==> src/rtl/irq_pending_latch_pkg.sv <==
// Shared types for the interrupt front-end and the 8-to-3 encoder wrapper.
package irq_pkg;
    localparam int IRQ_N    = 8;
    localparam int IRQ_ID_W = $clog2(IRQ_N);

    typedef logic [IRQ_N-1:0]    irq_vec_t;
    typedef logic [IRQ_ID_W-1:0] irq_id_t;
endpackage

==> src/rtl/irq_pending_latch_if.sv <==
// Request/ack/mask bundle between the interrupt sources, the consumer and irq_pending_latch.
interface irq_pending_latch_if;
    import irq_pkg::*;

    irq_vec_t req_in;
    logic     mask_wr;
    irq_vec_t mask_data;
    logic     ack;
    irq_id_t  ack_id;
    logic     ovf_clr;
    irq_vec_t pend_out;
    logic     irq;
    irq_vec_t ovf;

    modport master (
        output req_in, mask_wr, mask_data, ack, ack_id, ovf_clr,
        input  pend_out, irq, ovf
    );

    modport slave (
        input  req_in, mask_wr, mask_data, ack, ack_id, ovf_clr,
        output pend_out, irq, ovf
    );
endinterface

==> src/rtl/irq_pending_latch_edge_detect.sv <==
// Rising-edge detector for the request vector; `IRQ_SYNC_EN adds a two-flop
// synchronizer per line ahead of the edge register.
module irq_edge_detect
    import irq_pkg::*;
(
    input  logic     clk,
    input  logic     rst_n,
    input  irq_vec_t req_in,
    output irq_vec_t rise
);
    irq_vec_t req_s;
    irq_vec_t req_d, req_q;

`ifdef IRQ_SYNC_EN
    irq_vec_t sync1_d, sync1_q;
    irq_vec_t sync2_d, sync2_q;

    always_comb begin
        sync1_d = req_in;
        sync2_d = sync1_q;
    end

    always_ff @(posedge clk) begin
        if (!rst_n) begin
            sync1_q <= '0;
            sync2_q <= '0;
        end else begin
            sync1_q <= sync1_d;
            sync2_q <= sync2_d;
        end
    end

    assign req_s = sync2_q;
`else
    assign req_s = req_in;
`endif

    always_comb begin
        req_d = req_s;
    end

    // req_q clears in reset so a line held high across release counts as one event.
    always_ff @(posedge clk) begin
        if (!rst_n) begin
            req_q <= '0;
        end else begin
            req_q <= req_d;
        end
    end

    assign rise = req_s & ~req_q;
endmodule

==> src/rtl/irq_pending_latch.sv <==
// Sticky pending/overflow latch with enable mask and indexed acknowledge,
// feeding the priority encoder. Optional `IRQ_SYNC_EN synchronizes req_in.
module irq_pending_latch
    import irq_pkg::*;
(
    input  logic                clk,
    input  logic                rst_n,
    irq_pending_latch_if.slave  bus
);
    localparam int N    = IRQ_N;
    localparam int ID_W = IRQ_ID_W;

    irq_vec_t rise;
    irq_vec_t clr;
    irq_vec_t pending_d, pending_q;
    irq_vec_t ovf_d, ovf_q;
    irq_vec_t mask_en_d, mask_en_q;

    irq_edge_detect u_edge (
        .clk    (clk),
        .rst_n  (rst_n),
        .req_in (bus.req_in),
        .rise   (rise)
    );

    // A rise on the bit being acked is a fresh event, not an overflow.
    always_comb begin
        clr = '0;
        if (bus.ack) begin
            clr = irq_vec_t'(1) << bus.ack_id;
        end
        pending_d = (pending_q & ~clr) | rise;
        ovf_d     = (bus.ovf_clr ? '0 : ovf_q) | (rise & pending_q & ~clr);
        mask_en_d = bus.mask_wr ? bus.mask_data : mask_en_q;
    end

    always_ff @(posedge clk) begin
        if (!rst_n) begin
            pending_q <= '0;
            ovf_q     <= '0;
            mask_en_q <= '0;
        end else begin
            pending_q <= pending_d;
            ovf_q     <= ovf_d;
            mask_en_q <= mask_en_d;
        end
    end

    assign bus.pend_out = pending_q & mask_en_q;
    assign bus.irq      = |bus.pend_out;
    assign bus.ovf      = ovf_q;

    if (N != (1 << ID_W)) begin : g_bad_width
        $error("irq_pending_latch: N must be a power of 2");
    end
endmodule

==> src/flat_wrapper.sv <==
// flat-port wrapper written by rule: the top's interface ports become plain ports
module irq_pending_latch_flat import irq_pkg::*;
  (clk, rst_n, bus_req_in, bus_mask_wr, bus_mask_data, bus_ack, bus_ack_id, bus_ovf_clr, bus_pend_out, bus_irq, bus_ovf);
  irq_pending_latch_if bus_i ();
  input  logic clk;
  input  logic rst_n;
  input wire logic [$bits(bus_i.req_in)-1:0] bus_req_in;
  input wire logic [$bits(bus_i.mask_wr)-1:0] bus_mask_wr;
  input wire logic [$bits(bus_i.mask_data)-1:0] bus_mask_data;
  input wire logic [$bits(bus_i.ack)-1:0] bus_ack;
  input wire logic [$bits(bus_i.ack_id)-1:0] bus_ack_id;
  input wire logic [$bits(bus_i.ovf_clr)-1:0] bus_ovf_clr;
  output wire logic [$bits(bus_i.pend_out)-1:0] bus_pend_out;
  output wire logic [$bits(bus_i.irq)-1:0] bus_irq;
  output wire logic [$bits(bus_i.ovf)-1:0] bus_ovf;
  assign bus_i.req_in = bus_req_in;
  assign bus_i.mask_wr = bus_mask_wr;
  assign bus_i.mask_data = bus_mask_data;
  assign bus_i.ack = bus_ack;
  assign bus_i.ack_id = bus_ack_id;
  assign bus_i.ovf_clr = bus_ovf_clr;
  assign bus_pend_out = bus_i.pend_out;
  assign bus_irq = bus_i.irq;
  assign bus_ovf = bus_i.ovf;
  irq_pending_latch u_core (.clk(clk), .rst_n(rst_n), .bus(bus_i));
endmodule
==> config.mk <==
export PLATFORM = sky130hd
export DESIGN_NAME = irq_pending_latch_flat
export DESIGN_NICKNAME = d
export VERILOG_FILES = /design/src/rtl/irq_pending_latch_pkg.sv /design/src/rtl/irq_pending_latch_if.sv /design/src/rtl/irq_pending_latch_edge_detect.sv /design/src/rtl/irq_pending_latch.sv /design/src/flat_wrapper.sv
export SDC_FILE = /design/constraint.sdc
export NUM_CORES = 1
export LEC_CHECK = 0
export BUFFER_PORTS_ARGS = -buffer_cell sky130_fd_sc_hd__buf_2
export CORE_MARGIN = 1.5
export CORE_UTILIZATION = 23
export CTS_CLUSTER_DIAMETER = 120
export DETAILED_ROUTE_END_ITERATION = 8
export PLACE_DENSITY = 0.51
export REMOVE_ABC_BUFFERS = 1
export SKIP_CTS_REPAIR_TIMING = 1
export SYNTH_ARGS = -nofsm -noshare
export SYNTH_HDL_FRONTEND = slang
export SYNTH_SLANG_ARGS = --single-unit
==> constraint.sdc <==
create_clock -name clk -period 1.5 [get_ports clk]
set_clock_uncertainty 0.2 [all_clocks]
set_input_delay 0.075 -clock clk [delete_from_list [all_inputs] [get_ports clk]]
set_output_delay 0.075 -clock clk [all_outputs]
set_load 0.05 [all_outputs]
# Yosys cells after proc, flatten, opt, wreduce, memory -nomap -nowiden
# Index checks and enable logic that the tools add are counted.
[totals]
regBits = 32
latchBits = 0
mem_bits_rw = 0
romBits = 0
in_bits = 24
output_inout_bits = 17
word_cells = 17
memories = 0
[op_classes]
n_addsub = 0
mul = 0
div = 0
magnitude_cmp = 0
n_eq_ne = 0
shift = 1
muxes = 2
n_bitwise = 9
n_reduce_logical = 1
[op_table]
columns = ["operator", "count"]
rows = [
  ["$and A8 B8 Y8", 5],
  ["$mux W8", 2],
  ["$not A8 Y8", 2],
  ["$or A8 B8 Y8", 2],
  ["$reduce_or A8 Y1", 1],
  ["$shl A1 B3 Y8 const A", 1],
]

# Logic depth before layout (Yosys ltp)
# Gate-level depths: netlist of the first run.
[logic_depth]
depth_word = 5
depth_mapped = 4

# Cells and area by module
# From an unflattened synthesis of the first run, not the netlist that was laid out.
[hier_totals]
cells_unflattened = 134
hier_area_um2 = 1267.5
[by_module_without_submodules]
columns = ["mod", "n_inst", "cells_per_inst", "area_per_inst_um2"]
rows = [
  ["irq_pending_latch", 1, 110, 1007.2],
  ["irq_edge_detect", 1, 24, 260.2],
]

# Worst setup path before layout of the first run
# No wires, ideal clock.
[synth_path]
path_kind = "reg2out"
start = "register u_core.pending_q[1]"
end = "output bus_irq"
arrival_time_ps = 1877
setup_slack_ps = -652
stages_incl_launch_ff = 4
cell_sequence = "dfxtp_1 > and2_1 > or4_1 > or4_1"
[synth_between]
elab_chain_len = 2
[synth_lines]
columns = ["item", "line_no", "rtl"]
rows = [
  ["start, declared", "irq_pending_latch.sv:15", "irq_vec_t pending_d, pending_q;"],
  ["start signal, assigned", "irq_pending_latch.sv:43", "pending_q <= pending_d;"],
  ["$and A8 B8 Y8", "irq_pending_latch.sv:49", "assign bus.pend_out = pending_q & mask_en_q;"],
  ["via bus_pend_out[1]", "flat_wrapper.sv:13", "output wire logic [$bits(bus_i.pend_out)-1:0] bus_pend_out;"],
  ["$reduce_or A8 Y1", "irq_pending_latch.sv:50", "assign bus.irq = |bus.pend_out;"],
  ["end, declared", "flat_wrapper.sv:14", "output wire logic [$bits(bus_i.irq)-1:0] bus_irq;"],
]
# The timed path passes the listed nets, and every way through them passes these cells.

# Final worst setup path of the first run
[layout_path]
start = "register u_core.mask_en_q[1]"
end = "output bus_irq"
[layout_between]
elab_chain_len = 2
[layout_lines]
columns = ["item", "line_no", "rtl"]
rows = [
  ["start, declared", "irq_pending_latch.sv:17", "irq_vec_t mask_en_d, mask_en_q;"],
  ["start signal, assigned", "irq_pending_latch.sv:45", "mask_en_q <= mask_en_d;"],
  ["$and A8 B8 Y8", "irq_pending_latch.sv:49", ""],
  ["$reduce_or A8 Y1", "irq_pending_latch.sv:50", ""],
]
# Every way passes these cells.

==> results.toml, run 1 <==
[setup_path]
rr_startpoint = "u_core.pending_q[6]"
cpMaxStageDelayCell = "or4_4"
path_max_fanout = 2
arrival_ns = 1.85
critical_path.cell_chain = "and2_4 > or4_4 > or4_4 > buf_8"
crit_required_ns = 1.22
reg2reg_depth = 3
reg2reg_slack_ns = 0.41
max_stage_delay_ns = 0.51
worstSetupStartpointType = "flop"
worst_r2r_endpoint = "u_core.bus.ovf[6]"
worstSetupEndpointType = "primary output"
path_class = "flop to primary output"
cp_common_cell = "or4_4"

[placed_design]
dp_hpwl_um = 1995
io_buffers = 40
gp_congestion = 0.7403

[hold_path]
hp-start = "bus_ack_id[2]"
hold_end = "u_core.pending_q[4]"
worst_hold_path.num_cells = 3
hp-class = "primary input to flop"

[global_routing]
track_usage_pct = 10.75
grt_max_degree = 31
gr-total-overflow = 0
grt_pass1_wl_um = 4291
antenna_found_initial = 0
grt_pass1_vias = 891

[finish]
post-route-util_pct = 35.35
drive_gt1_share_pct = 32.79
nNetsFinal = 206
fill_cells = 558
diodes = 0
area_growth_pct = 48.76

[clocking]
cts_tree = "yes"
cts_buffers = 5
cts_max_path_buffers = 2
worst_skew_pair.late_latency_ns = 0.28
clkSinkCount = 32
htreeDepth = 2
cts_root_buffer = "clkbuf_8"
clk_pin_slew_worst_paths_ns = 0.06

[floorplan]
die_x_um = 75.64
io_pins = 41
die_h_um = 75.64
coreArea_um2 = 5107
die-area_um2 = 5721
rows = 26
start_util_pct = 23.76

[power]
power_mw = 1.936
intPower_mw = 1.434
switching_share_pct = 25.91
p_leak_nw = 0.8842
pwr-share-seq_pct = 48.1
power.switching_mw = 0.5015
p_comb_share_pct = 17.3
max-vdd-ir-drop_mv = 0.4747
clkPwrFrac_pct = 34.6
power_per_cell_area_nw_per_um2 = 1072

[synthesis]
yosys.area.top_type = "dfxtp_1"
synth_cell_types = 16
synthCells = 118
synth-seq-cells = 32
synth.area.top_cells = "dfxtp_1 (53%), nor2b_1 (8.8%), and2_1 (7.7%)"
seq_area_frac_synth_pct = 52.78
synth_area_per_cell_um2 = 10.29
synth_top_area_share_pct = 52.78
ys.warnings.count = 0
synth_area_um2 = 1214

[sta]
maxSlewViolCount = 0
fmax_mhz = 471.0
finalHoldViolCount = 0
tightest_slew_ns = 0.4794
period_needed_ns = 2.123
fin_crit_sh_pct = 141.6
setup_slack_ns = -0.6234
rsz0062_at_grt = "yes"
relSlewSlack_pct = 68.04
setup_viol = 1

[status]
status = "finished, violations left"
violations = "negative setup slack"

[route]
viasPerCell = 4.055
dr_total_vias = 1026
dr.pass1.iters = 4
drt_iter0_drc = 43
avgRoutedWirePerCell_um = 11.37
drc = 0
wirelength_um = 2876
ant_nets = 0

[job]
cap_violations = 0
## cell usage in the layout (no fill, tap or decap)
cell type      count
mux2i_1            8
clkbuf_4           1
clkbuf_8           6
buf_2             38
a21o_1             8
a31oi_1            2
and2_1            14
buf_8              1
nor2b_1           17
a22o_1             8
or2_2              1
dfxtp_2            1
nor2_1             1
buf_4              7
or4_4              2
a41oi_1            6
inv_2              1
dlygate4sd3_1     16
inv_1              2
and2_4             2
dfxtp_1           31
clkbuf_1           2
nand2_1            8
## Yosys cell counts
master,instances
a41oi_1,6
a21o_1,8
nor2b_1,17
a31oi_1,2
mux2i_1,8
dfxtp_1,32
inv_1,2
or4_1,2
nand2_1,8
a22o_1,8
and2_1,15
inv_2,1
and2_4,1
or2_2,1
clkbuf_1,6
nor2_1,1
## area by class of cell
cell class,count,area (um2),area share (%)
clock buffers,8,90.09,4.990
inverters,3,11.26,0.6237
multi-input cells,77,549.3,30.42
flip-flops and latches,32,641.9,35.55
well taps,70,87.58,4.851
repair buffers,63,425.4,23.56
## per-stage QoR
stage	setup TNS [ns]	std cells	hold WS, ns	cell area [um2]	worst slack, ns
after floorplan	-0.6519	112	-0.01472	1191	-0.6519
after global placement	-0.4182	229	0.09040	1531	-0.4182
after detailed placement	-0.4223	229	0.09282	1531	-0.4223
after CTS	-0.7385	237	-0.2061	1622	-0.7385
after global routing	-0.6749	253	0.03631	1805	-0.6749
final	-0.6234	253	0.01916	1805	-0.6234
## logic make-up (layout without fill, tap and decap cells)
| kind of cell | count (synthesis) | after routing | synth area share (%) |
|---|---|---|---|
| simple gates | 45 | 45 | 21.75 |
| flops | 32 | 32 | 52.78 |
| compound gates | 24 | 24 | 16.08 |
| buf+inv | 9 | 74 | 2.783 |
| mux | 8 | 8 | 6.598 |
## metal layers
layer / vias to the layer above / wire (um) / global-route usage, %
met5: - / 0 / 0
met4: 0 / 57 / 5.952
met3: 5 / 148 / 4.894
met2: 29 / 1204 / 14.91
met1: 456 / 1466 / 13.77
li1: 536 / - / -
## worst max-delay path, delay by kind of cell, from the launching register on
kind	cells	cell delay, ns
and+or+nand+nor	3	1.09
DFF	1	0.31
buffers and inverters	1	0.16
## power by group through the flow
stage	clock, mW	combinational (mW)	sequential (mW)
2_1_floorplan	0	0.143	0.978
3_3_place_gp	0	0.287	0.947
5_1_grt	0.746	0.361	0.937
3_5_place_dp	0	0.284	0.949
4_1_cts	0.700	0.286	0.931
6_report	0.670	0.335	0.932
## worst max path at each step
stage                                   start      end  slack (ns)  cells after the start
after floorplan           u_core.pending_q[1]  bus_irq       -0.65                      3
after global placement    u_core.pending_q[2]  bus_irq       -0.42                      4
after CTS                 u_core.pending_q[1]  bus_irq       -0.74                      4
after global routing      u_core.mask_en_q[1]  bus_irq       -0.67                      4
after detailed placement  u_core.pending_q[2]  bus_irq       -0.42                      4
final                     u_core.mask_en_q[1]  bus_irq       -0.62                      4
## state kept, by name, indices dropped and copies added (netlist names)
name and count:
u_core.bus.ovf 8, u_core.mask_en_q 8, u_core.pending_q 8, u_core.u_edge.req_q 8
(Power assumes the default switching activity.)
==> run 2: changes to the inputs <==
--- a/config.mk
+++ b/config.mk
@@ -15,4 +15,5 @@
 export SKIP_CTS_REPAIR_TIMING = 1
 export SYNTH_ARGS = -nofsm -noshare
 export SYNTH_HDL_FRONTEND = slang
+export SYNTH_HIERARCHICAL = 1
 export SYNTH_SLANG_ARGS = --single-unit
==> results.toml, run 2 <==
[sta]
setup_slack_ns = -0.6435
fmax_mhz = 466.5
finalHoldViolCount = 4
hold_ws_ns = -0.01272
tightest_slew_ns = 0.5094
fin_crit_sh_pct = 142.9
rsz0062_at_grt = "yes"
setup_viol = 1
relSlewSlack_pct = 65.58
period_needed_ns = 2.144
fin_setup_tns_ns = -0.6435
maxSlewViolCount = 0

[setup_path]
cp_common_cell = "or4_4"
path_buf_inv = 1
worstSetupStartpointType = "flop"
arrival_ns = 1.87
cpMaxStageDelayCell = "or4_4"
crit_required_ns = 1.22
max_stage_delay_ns = 0.54
crit_family = "simple AND/OR/NAND/NOR gates"
path_class = "flop to primary output"
path_max_fanout = 2
critical_path.cell_chain = "and2_4 > or4_4 > or4_4 > buf_8"
worstSetupEndpointType = "primary output"

[power]
p_comb_share_pct = 17.8
power_mw = 1.937
intPower_mw = 1.442
power_per_cell_area_nw_per_um2 = 1014
switching_share_pct = 25.53
p_leak_nw = 0.8719
clkPwrFrac_pct = 34.4
power.switching_mw = 0.4944
pwr-share-seq_pct = 47.8
max-vdd-ir-drop_mv = 0.5778

[synthesis]
synth_edf_count = 0
ys.warnings.count = 6
async_flop_share_pct = 0
synthAdderAreaFrac_pct = 0
ys_top_cells_by_count = "dfxtp_1 (32), nor2b_1 (20), and2_1 (15)"
synth.area.top_cells = "dfxtp_1 (51%), nor2b_1 (9.9%), and2_1 (7.4%)"
synth_xor_area_share_pct = 0
synth_area_um2 = 1267
synth.most_common_cell = "dfxtp_1"
synth_cell_types = 18
synth_top_family_by_area = "simple AND/OR/NAND/NOR gates"
synthCells = 134
synth_top_area_share_pct = 50.54
synth-seq-cells = 32
synthMuxAreaShare_pct = 6.318
ys.flop_type = "dfxtp_1"
synth-compound-area-share_pct = 4.738
synth-simple-area-share_pct = 36.92
yosys.area.top_type = "dfxtp_1"
synth_area_per_cell_um2 = 9.459
seq_area_frac_synth_pct = 50.54

[floorplan]
io_pins = 41
die_x_um = 77.24
die_h_um = 77.24
coreArea_um2 = 5205
rows = 26
die-area_um2 = 5965
start_util_pct = 24.35

[clocking]
clk_pin_slew_worst_paths_ns = 0.06
cts_tree = "yes"
worst_skew_pair.late_latency_ns = 0.28
cts_buffers = 5
htreeDepth = 2
clkSinkCount = 32
cts_root_buffer = "clkbuf_8"
cts_max_path_buffers = 2

[global_routing]
gr-total-overflow = 0
track_usage_pct = 10.07
grt_pass1_vias = 969
grt_pass1_wl_um = 4588
grt_max_degree = 45
antenna_found_initial = 0

[placed_design]
dp_hpwl_um = 2039
io_buffers = 40
dp_cells = 250
gp_congestion = 0.6829
placed_area_um2 = 1632

[route]
avgRoutedWirePerCell_um = 10.64
dr.pass1.iters = 4
wirelength_um = 2925
ant_nets = 0
viasPerCell = 4.120
drc = 0
dr_total_vias = 1133
drt_iter0_drc = 46

[finish]
regArea_um2 = 641.9
diodes = 0
fill_cells = 556
final_cells = 275
mostFrequentLayoutCells = "buf_2 (39), dfxtp_1 (31), nor2b_1 (20), dlygate4sd3_1 (16)"
area_growth_pct = 50.74
final_cell_area_um2 = 1911
post-route-util_pct = 36.71
final_common_cell = "buf_2"
multi_input_area_um2 = 618.1
drive_gt1_share_pct = 31.22
nNetsFinal = 228

[job]
cap_violations = 0

[hold_path]
hp-class = "primary input to flop"

[status]
status = "finished, violations left"
violations = "negative hold slack, negative setup slack"
==> run 2: logic make-up after synthesis <==
family / count (synthesis)
and+or+nand+nor: 77
DFF: 32
AOI/OAI and AO/OA: 12
muxes: 8
buffers and inverters: 5
==> run 2: routing by layer <==
layer / wire length (um) / up-vias / track usage (%)
li1: - / 600 / -
met1: 1497 / 487 / 13.89
met2: 1129 / 41 / 13.68
met3: 248 / 5 / 3.571
met4: 50 / 0 / 4.909
met5: 0 / - / 0
==> run 2: stage by stage <==
step,setup WS [ns],hold slack (ns)
after detailed placement,-0.4811,0.09044
after CTS,-0.7928,-0.2012
after global routing,-0.6826,0.005637
after floorplan,-0.6652,-0.006245
after global placement,-0.4697,0.08986
final,-0.6435,-0.01272
==> run 2: final cells by class <==
type,instances,area share (%)
clock buffer,8,4.715
timing repair buffer,68,24.75
sequential,32,33.60
tap,70,4.584
multi-input combinational,97,32.35
==> run 2: power by group through the flow <==
stage | clock network (mW) | registers, mW | logic, mW
3_5_place_dp | 0 | 0.944 | 0.293
2_1_floorplan | 0 | 0.974 | 0.130
5_1_grt | 0.731 | 0.932 | 0.373
6_report | 0.666 | 0.926 | 0.345
3_3_place_gp | 0 | 0.942 | 0.293
4_1_cts | 0.689 | 0.926 | 0.293
==> run 2: final timing paths <==
kind | slack (ns) | to | startpoint | depth (start not counted)
worst max register to register | 0.57 | u_core/bus.ovf[0] | u_core/u_edge/req_q[0] | 3
worst min-delay path | -0.01 | u_core/pending_q[4] | bus_ack_id[1] | 3
worst max-delay path | -0.64 | bus_irq | u_core/mask_en_q[0] | 4
worst min register to register | 0.27 | u_core/bus.ovf[6] | u_core/bus.ovf[6] | 2
==> run 2: tightest hold or removal path, stage by stage <==
cell     delay [ns]
buf_2          0.16
nor3_1         0.09
o21ai_1        0.11
==> run 3: changes to the inputs <==
--- a/config.mk
+++ b/config.mk
@@ -6,11 +6,13 @@
 export NUM_CORES = 1
 export LEC_CHECK = 0
 export BUFFER_PORTS_ARGS = -buffer_cell sky130_fd_sc_hd__buf_2
+export CELL_PAD_IN_SITES_DETAIL_PLACEMENT = 0
+export CELL_PAD_IN_SITES_GLOBAL_PLACEMENT = 2
 export CORE_MARGIN = 1.5
 export CORE_UTILIZATION = 23
 export CTS_CLUSTER_DIAMETER = 120
 export DETAILED_ROUTE_END_ITERATION = 8
-export PLACE_DENSITY = 0.51
+export PLACE_DENSITY = 0.73
 export REMOVE_ABC_BUFFERS = 1
 export SKIP_CTS_REPAIR_TIMING = 1
 export SYNTH_ARGS = -nofsm -noshare
==> constraint.sdc (replaced) <==
create_clock -name clk -period 1.5 [get_ports clk]
set_clock_uncertainty 0.2 [all_clocks]
set_input_delay 0.15 -clock clk [delete_from_list [all_inputs] [get_ports clk]]
set_output_delay 0.15 -clock clk [all_outputs]
set_load 0.05 [all_outputs]
==> results.toml, run 3 (synthesis gave the netlist of run 2 again) <==
[route]
dr.pass1.iters = 4
viasPerCell = 4.245
drt_iter0_drc = 57
ant_nets = 0
drc = 0
dr_total_vias = 1180
wirelength_um = 3162
avgRoutedWirePerCell_um = 11.37

[finish]
nNetsFinal = 231
mostFrequentLayoutCells = "buf_2 (32), dfxtp_1 (30), nor2b_1 (20), buf_4 (17), dlygate4sd3_1 (16)"
multi_input_area_um2 = 618.1
final_common_cell = "buf_2"
drive_gt1_share_pct = 32.69
area_growth_pct = 54.29
fill_cells = 545
regArea_um2 = 643.1
final_cells = 278
diodes = 0

[setup_path]
worstSetupEndpointType = "primary output"
cpMaxStageDelayCell = "or4_4"
crit_required_ns = 1.15
cp_common_cell = "or4_4"
arrival_ns = 1.89
critical_path.cell_chain = "and2_4 > or4_4 > or4_4 > buf_8"
path_max_fanout = 2
max_stage_delay_ns = 0.53
path_class = "flop to primary output"
worstSetupStartpointType = "flop"

[job]
cap_violations = 0

[floorplan]
start_util_pct = 24.35
die-area_um2 = 5965
die_x_um = 77.24
die_h_um = 77.24
io_pins = 41
coreArea_um2 = 5205
rows = 26

[sta]
tightest_slew_ns = 0.5124
finalHoldViolCount = 0
rsz0062_at_grt = "yes"
period_needed_ns = 2.241
fin_crit_sh_pct = 149.4
fmax_mhz = 446.3
relSlewSlack_pct = 65.36
setup_viol = 1
maxSlewViolCount = 0
setup_slack_ns = -0.7408

[placed_design]
dp_hpwl_um = 2233
io_buffers = 40
gp_congestion = 0.7395
dp_cells = 254
post-place-ws_ns = -0.5627

[power]
max-vdd-ir-drop_mv = 0.4510
intPower_mw = 1.447
clkPwrFrac_pct = 34.6
p_comb_share_pct = 18.1
switching_share_pct = 26.05
power_per_cell_area_nw_per_um2 = 1001
power.switching_mw = 0.5097
pwr-share-seq_pct = 47.3
p_leak_nw = 0.8875

[global_routing]
top_usage_layer = "met2"
grt_pass1_vias = 1062
grt_max_degree = 45
gr-total-overflow = 0
globalRouteMet2Util_pct = 16.58
track_usage_pct = 10.88
met1_usage_pct = 13.37
antenna_found_initial = 0
met3_usage_pct = 4.762
grt_pass1_wl_um = 4912

[hold_path]
hp-class = "primary input to flop"

[clocking]
clk_pin_slew_worst_paths_ns = 0.06
htreeDepth = 2
cts_root_buffer = "clkbuf_8"
cts_buffers = 5
cts_tree = "yes"
worst_skew_pair.late_latency_ns = 0.28
cts_max_path_buffers = 2
clkSinkCount = 32

[status]
violations = "negative setup slack"
status = "finished, violations left"
==> run 3: metal layers <==
layer  share of wire, %  vias to the layer above
met5                  0                        -
met1                 47                      526
met2                 45                       42
met4                1.6                        0
met3                6.8                        6
li1                   -                      606
==> run 3: critical path, delay by kind of cell, from the launching register on <==
| family | cells | cell delay [ns] |
|---|---|---|
| DFF | 1 | 0.32 |
| and+or+nand+nor | 3 | 1.12 |
| buffers and inverters | 1 | 0.17 |
==> run 3: worst paths after layout <==
| kind | start | endpoint | slack, ns | depth (start not counted) |
|---|---|---|---|---|
| worst max register to register | u_core/u_edge/req_q[0] | u_core/bus.ovf[0] | 0.55 | 3 |
| worst min register to register | u_core/bus.ovf[6] | u_core/bus.ovf[6] | 0.27 | 2 |
| worst max-delay path | u_core/mask_en_q[0] | bus_irq | -0.74 | 4 |
| worst min-delay path | bus_ack_id[0] | u_core/pending_q[4] | 0.05 | 3 |
==> run 3: final cells by class <==
class                      instances  area share (%)
sequential                        32           32.89
timing repair buffer              71           26.42
clock buffer                       8           4.607
tap                               70           4.479
multi-input combinational         97           31.61
==> run 3: power by group through the flow <==
stage	Combinational, mW	Sequential, mW	Clock (mW)
global placement	0.294	0.941	0
global route	0.379	0.932	0.750
CTS	0.301	0.925	0.704
detailed placement	0.300	0.944	0
finish	0.353	0.926	0.678
floorplan	0.130	0.974	0
==> run 3: stage by stage <==
step | instance area, um2 | TNS (ns) | hold WS (ns) | util [%] | power (mW)
after floorplan | 1249 | -0.7402 | 0.06875 | - | 1.104
after global placement | 1662 | -0.5456 | 0.1633 | 31.92 | 1.236
after detailed placement | 1662 | -0.5627 | 0.1691 | 31.92 | 1.243
after CTS | 1752 | -0.8834 | -0.1334 | 33.65 | 1.930
after global routing | 1956 | -0.7901 | 0.04469 | 37.57 | 2.061
final | 1956 | -0.7408 | 0.05018 | 37.57 | 1.957
